===== config.mk =====
export PLATFORM = sky130hd
export DESIGN_NAME = pp_fetch_stage
export DESIGN_NICKNAME = d
export VERILOG_FILES = /design/src/rtl/pp_fetch_stage.sv
export SDC_FILE = /design/constraint.sdc
export NUM_CORES = 1
export LEC_CHECK = 0
export ABC_CLOCK_PERIOD_IN_PS = 4400
export BUFFER_PORTS_ARGS = -buffer_cell sky130_fd_sc_hd__buf_2
export CAP_MARGIN = 10
export CORE_MARGIN = 3
export CORE_UTILIZATION = 46
export CTS_BUF_LIST = sky130_fd_sc_hd__clkbuf_4 sky130_fd_sc_hd__clkbuf_8
export CTS_CLUSTER_SIZE = 40
export DETAILED_ROUTE_END_ITERATION = 10
export PLACE_DENSITY = 0.79
export SLEW_MARGIN = 20
export SYNTH_ARGS = -nofsm -noshare
export SYNTH_HDL_FRONTEND = slang
export SYNTH_SLANG_ARGS = --single-unit
export TNS_END_PERCENT = 10

===== constraint.sdc =====
create_clock -name clk -period 4.4 [get_ports clk]
set_input_delay 1.32 -clock clk [delete_from_list [all_inputs] [get_ports clk]]
set_output_delay 1.32 -clock clk [all_outputs]
set_load 0.01 [all_outputs]

===== src/rtl/pp_fetch_stage.sv =====
// Instruction-fetch stage: owns the PC, issues single-cycle fetches to instruction
// memory and registers each returned word with its address for decode. Handles
// exception/branch redirects, pipeline flush and stall from the hazard unit.
module pp_fetch_stage #(
   parameter int unsigned         INST_ADDR_WIDTH = 32,
   parameter int unsigned         INST_DATA_WIDTH = 32,
   parameter int unsigned         PC_WIDTH        = 32,
   parameter logic [PC_WIDTH-1:0] RESET_ADDRESS   = PC_WIDTH'(32'h0000_0200)
) (
   input  logic                       clk,
   // Active-high despite the name: 1 = reset.
   input  logic                       reset_n,

   input  logic [INST_DATA_WIDTH-1:0] imem_data_in,
   input  logic                       imem_ack,
   output logic [INST_ADDR_WIDTH-1:0] imem_address,
   output logic                       imem_req,

   input  logic                       stall,
   input  logic                       flush,
   input  logic                       branch,
   input  logic                       exception,
   input  logic [31:0]                branch_target,
   input  logic [31:0]                evec,

   output logic [INST_DATA_WIDTH-1:0] inst_data,
   output logic [INST_ADDR_WIDTH-1:0] inst_address,
   output logic                       inst_ready
);

   logic [PC_WIDTH-1:0]        pc_q, pc_d;
   logic [INST_DATA_WIDTH-1:0] inst_data_q, inst_data_d;
   logic [INST_ADDR_WIDTH-1:0] inst_address_q, inst_address_d;
   logic                       inst_ready_q, inst_ready_d;

   logic [PC_WIDTH-1:0]        pc_plus4;
   logic [PC_WIDTH-1:0]        evec_pc;
   logic [PC_WIDTH-1:0]        branch_pc;
   logic                       redirect;
   logic                       fetch_accept;

   // Redirect targets are word aligned and truncated to the PC width.
   always_comb begin
      evec_pc   = PC_WIDTH'(evec & ~32'd3);
      branch_pc = PC_WIDTH'(branch_target & ~32'd3);
      pc_plus4  = pc_q + PC_WIDTH'(4);
   end

   // Memory request: suppressed during reset, stall or a redirect cycle.
   always_comb begin
      redirect     = branch | exception;
      imem_address = pc_q[INST_ADDR_WIDTH-1:0];
      imem_req     = ~reset_n & ~stall & ~redirect;
      // A flush in the same cycle still discards the returned word.
      fetch_accept = imem_req & imem_ack & ~flush;
   end

   // Next-state selection in priority order: exception, branch, flush, stall, fetch.
   always_comb begin
      pc_d           = pc_q;
      inst_data_d    = inst_data_q;
      inst_address_d = inst_address_q;
      inst_ready_d   = inst_ready_q;
      if (exception) begin
         pc_d         = evec_pc;
         inst_ready_d = 1'b0;
      end else if (branch) begin
         pc_d         = branch_pc;
         inst_ready_d = 1'b0;
      end else if (flush) begin
         inst_ready_d = 1'b0;
      end else if (stall) begin
         // Everything holds.
      end else if (fetch_accept) begin
         inst_data_d    = imem_data_in;
         inst_address_d = pc_q[INST_ADDR_WIDTH-1:0];
         inst_ready_d   = 1'b1;
         pc_d           = pc_plus4;
      end else begin
         // Request outstanding but not acked: retry the same PC next cycle.
         inst_ready_d = 1'b0;
      end
   end

   // State registers with synchronous reset; a pending ack is ignored under reset.
   always_ff @(posedge clk) begin
      if (reset_n) begin
         pc_q           <= RESET_ADDRESS;
         inst_data_q    <= '0;
         inst_address_q <= '0;
         inst_ready_q   <= 1'b0;
      end else begin
         pc_q           <= pc_d;
         inst_data_q    <= inst_data_d;
         inst_address_q <= inst_address_d;
         inst_ready_q   <= inst_ready_d;
      end
   end

   // Decode-side outputs come straight from the registers.
   always_comb begin
      inst_data    = inst_data_q;
      inst_address = inst_address_q;
      inst_ready   = inst_ready_q;
   end

endmodule


==> flow_results.org <==
** Floorplanning
- The total area inside the core boundary comes to 9330 sq um.
- Cell Rows :: 35
- Die area :: 10900 sq um
- For this design the top-level I/O count stands at 201.
- For this configuration, the core starts out at a cell density of 47.6%.
- The die is 104 um tall.
- Die X :: 104 um

** Min path
- Worst min-delay path startpoint :: inst_data[8]$_SDFFE_PP0P_
- Kind of path behind the tightest hold check :: reg2reg
- Hold depth :: 2
- Hold Crit Endpoint :: inst_data[8]$_SDFFE_PP0P_

** Clock tree
- Post-CTS Resized :: 0
- Clock-pin slew was measured on the worst setup and hold paths at 0.09 ns.
- Counting every sink on the clock net gives 93.
- Clock buffers created by TritonCTS :: 9
- Clock latency on the worst-skew pair, taken at its later pin, is 0.36 ns.
- Post-CTS timing repair inserted 0 buffers for setup.
- Clock buffer depth :: 2
- The root buffer cell chosen for the clock tree is sky130_fd_sc_hd__clkbuf_8.
- TritonCTS clock tree :: yes
- Htree depth :: 3
- Hold buffers post-CTS :: 0

** Timing
- Headroom to the max-slew limit came out at 37.3%.
- Clock skew :: 0.0109 ns
- Maximum operating frequency :: 272 MHz
- After routing, the total negative slack on setup checks comes to 0 ns.
- Final worst setup slack :: 0.720 ns
- Unrepaired setup endpoints after global routing :: no
- The count of final hold-check violations was 0.
- The final critical path takes up 83.6% of the cycle.
- The worst path in the final design needs a cycle of 3.68 ns, including I/O delays and setup.
- The number of max-slew violations in the final report came to 0.
- For the pin with the worst max-slew slack, the measured transition is 0.941 ns.
- Final setup violating endpoints :: 0

** Worst setup path
- The setup path with the least slack is of type in2out.
- Setup slack, reg-to-reg :: 2.26 ns
- Crit path launch :: branch
- The startpoint identified for the worst register-to-register timing path is imem_address[2]$_SDFFE_PP0P_.
- Kind of start point of the critical path :: input pin
- Cells on worst reg2reg path :: 6
- The worst setup path is captured at an output port.
- At the worst endpoint, the required time is 3.08 ns.
- Arrival time reported for the critical path endpoint :: 2.36 ns
- Critical path peak fanout :: 26
- Reg2Reg Capture Point :: imem_address[28]$_SDFFE_PP0P_

** Place
- Setup Slack @ Placement :: 0.758 ns
- The congestion estimate from routability-driven global placement came to 0.881.
- Placement-stage cell area :: 5440 sq um
- Cell total after placement :: 856
- The HPWL after detailed placement is 10200 um.
- In this run the tool buffered the top-level ports with 192 buffer cells.

** GRT
- The via count of the first global-routing pass is 4608.
- The initial antenna violation count is 2.
- Global routing used 25.3% of the available tracks across all layers.
- Wire length of the first global-routing pass :: 22500 um
- After global routing the overflow that remains totals 0.
- Entering global routing, the biggest net connects 90 pins.

** Synth
- Count of flip-flops with a built-in enable after synthesis :: 0
- Summing every instance area after synthesis gives 4440 sq um.
- Largest cells by area after synthesis :: sky130_fd_sc_hd__dfxtp_1, sky130_fd_sc_hd__nand2_1, sky130_fd_sc_hd__a21oi_1, sky130_fd_sc_hd__nor2_1, sky130_fd_sc_hd__buf_2
- Synthesis produced a netlist whose cell count is 566.
- After synthesis, the mean cell area works out to 7.85 sq um.
- During synthesis, Yosys emitted a total of 0 warnings.
- The most used flip-flop cell after synthesis is sky130_fd_sc_hd__dfxtp_1.
- Sequential cells were found to cover 41.9% of the synthesized design area.
- Cell type contributing the most total cell area after synthesis :: sky130_fd_sc_hd__dfxtp_1
- Counting flops and latches in the post-synthesis netlist gives 93.
- In the synthesized netlist the async set-or-reset flop fraction comes to 0%.
- Synth unique cells :: 62
- Among all cell types in the netlist, the one instantiated most often is sky130_fd_sc_hd__nand2_1.
- Area fraction of the dominant cell type after synthesis :: 41.9%
- Ranking of synthesized cells by instance count :: sky130_fd_sc_hd__nand2_1, sky130_fd_sc_hd__dfxtp_1, sky130_fd_sc_hd__a21oi_1

** Cells and area
- Once layout is complete, the cells apart from fillers number 872.
- Finished Core Util :: 60.4%
- Compared with the post-synthesis result, the final layout area differs by 26.9%.
- Number of filler cells placed in the layout :: 898
- In the final layout, the share of cells above drive strength 1 is 31.7%.
- Number of nets at the end of the flow :: 842
- Once layout is done, the placed cells without fillers occupy 5630 sq um.

** Drt
- Remaining DRCs :: 0
- Remaining number of nets flagged by the antenna check after routing :: 0
- Drt pass-1 iters :: 5
- Wire per inst :: 16.4 um
- Dividing the detail-routed via count by the number of cells gives 5.57.
- The detailed router finished its first iteration with 410 violations.
- For this block, the via count after detailed routing is 4854.
- After detailed routing, the total wire length is 14300 um.

** Power and ir drop
- The analysis attributes to cell leakage a power of 0.00241 uW.
- Power density normalized to cell area :: 303 nW/um^2
- Peak supply drop :: 0.162 mV

** Job
- Number of maximum-capacitance constraint violations :: 0

** Outcome
- The flow ran to the end, and the final reports show no timing, DRC or antenna violations.
worst max-delay path, cell delays in order:
cell                      delay (ns)
sky130_fd_sc_hd__buf_2          0.42
sky130_fd_sc_hd__nor2_1         0.13
sky130_fd_sc_hd__nand2_1        0.28
sky130_fd_sc_hd__nor2_1         0.06
sky130_fd_sc_hd__buf_2          0.14
layout by cell type (no fill, tap or decap), types with 3 or more instances in the layout:
| cell | instances |
|---|---|
| sky130_fd_sc_hd__o21ai_0 | 14 |
| sky130_fd_sc_hd__a222oi_1 | 3 |
| sky130_fd_sc_hd__a211o_1 | 4 |
| sky130_fd_sc_hd__dfxtp_1 | 93 |
| sky130_fd_sc_hd__nor4_1 | 5 |
| sky130_fd_sc_hd__nand4_1 | 3 |
| sky130_fd_sc_hd__and4_1 | 5 |
| sky130_fd_sc_hd__a21oi_1 | 89 |
| sky130_fd_sc_hd__o22ai_1 | 12 |
| sky130_fd_sc_hd__nor3_1 | 13 |
| sky130_fd_sc_hd__conb_1 | 4 |
| sky130_fd_sc_hd__o211ai_1 | 6 |
| sky130_fd_sc_hd__xnor2_1 | 8 |
| sky130_fd_sc_hd__nand3_1 | 10 |
| sky130_fd_sc_hd__a211oi_1 | 5 |
| sky130_fd_sc_hd__xor2_1 | 3 |
| sky130_fd_sc_hd__nand2_1 | 152 |
| sky130_fd_sc_hd__buf_2 | 191 |
| sky130_fd_sc_hd__clkbuf_8 | 9 |
| sky130_fd_sc_hd__nand2b_1 | 4 |
| sky130_fd_sc_hd__inv_1 | 4 |
| sky130_fd_sc_hd__mux2i_1 | 7 |
| sky130_fd_sc_hd__a22oi_1 | 6 |
| sky130_fd_sc_hd__o21a_1 | 3 |
| sky130_fd_sc_hd__buf_4 | 11 |
| sky130_fd_sc_hd__nor2_1 | 26 |
per-layer routing:
layer | GRT usage [%] | vias up | routed length [um]
li1 | - | 2333 | -
met1 | 32.0 | 2262 | 5970
met2 | 41.6 | 230 | 6840
met3 | 5.59 | 27 | 1100
met4 | 11.0 | 2 | 350
met5 | 0 | - | 13
logic make-up after synthesis:
| group | share of synthesized area [%] |
|---|---|
| buffers and inverters | 5.44 |
| adders and majority gates | 0.282 |
| AOI/OAI and AO/OA | 22.7 |
| other | 0.0844 |
| xor gates and xnor gates | 2.17 |
| DFF | 41.9 |
| muxes | 1.58 |
| and+or+nand+nor | 25.8 |
how the worst max path moves through the flow:
stage                     endpoint  slack, ns  cells past startpoint
after global placement    imem_req       0.76                      5
after CTS                 imem_req       0.76                      5
final                     imem_req       0.72                      5
after floorplan           imem_req       0.87                      4
after global routing      imem_req       0.67                      5
after detailed placement  imem_req       0.76                      5
cell type report:
class	count	area [sq um]	share of cell area (%)
inverters	6	22.5	0.400
well taps	129	161	2.87
diodes	1	2.50	0.0444
clock buffers	9	124	2.20
flip-flops and latches	93	1860	33.1
multi-input cells	426	2350	41.7
clock inverters	6	71.3	1.27
repair buffers	202	1040	18.4
through the flow:
step,power [uW],hold WS (ns)
global route,1780,0.470
floorplan,1040,0.481
global placement,1130,0.438
CTS,1710,0.456
detailed placement,1140,0.444
finish,1710,0.453
report_power, final:
part           switching, uW  leakage (uW)  internal, uW
logic                    123       0.00156          97.0
clock network            316     0.0000923           265
registers               42.7      0.000756           865
total                    481       0.00241          1230
flip-flops by register name, summed over array words and instances, names as in the netlist:
name / flops
inst_data: 32
imem_address: 30
inst_address: 30
inst_ready: 1
Power figures use the tool's default switching activity.
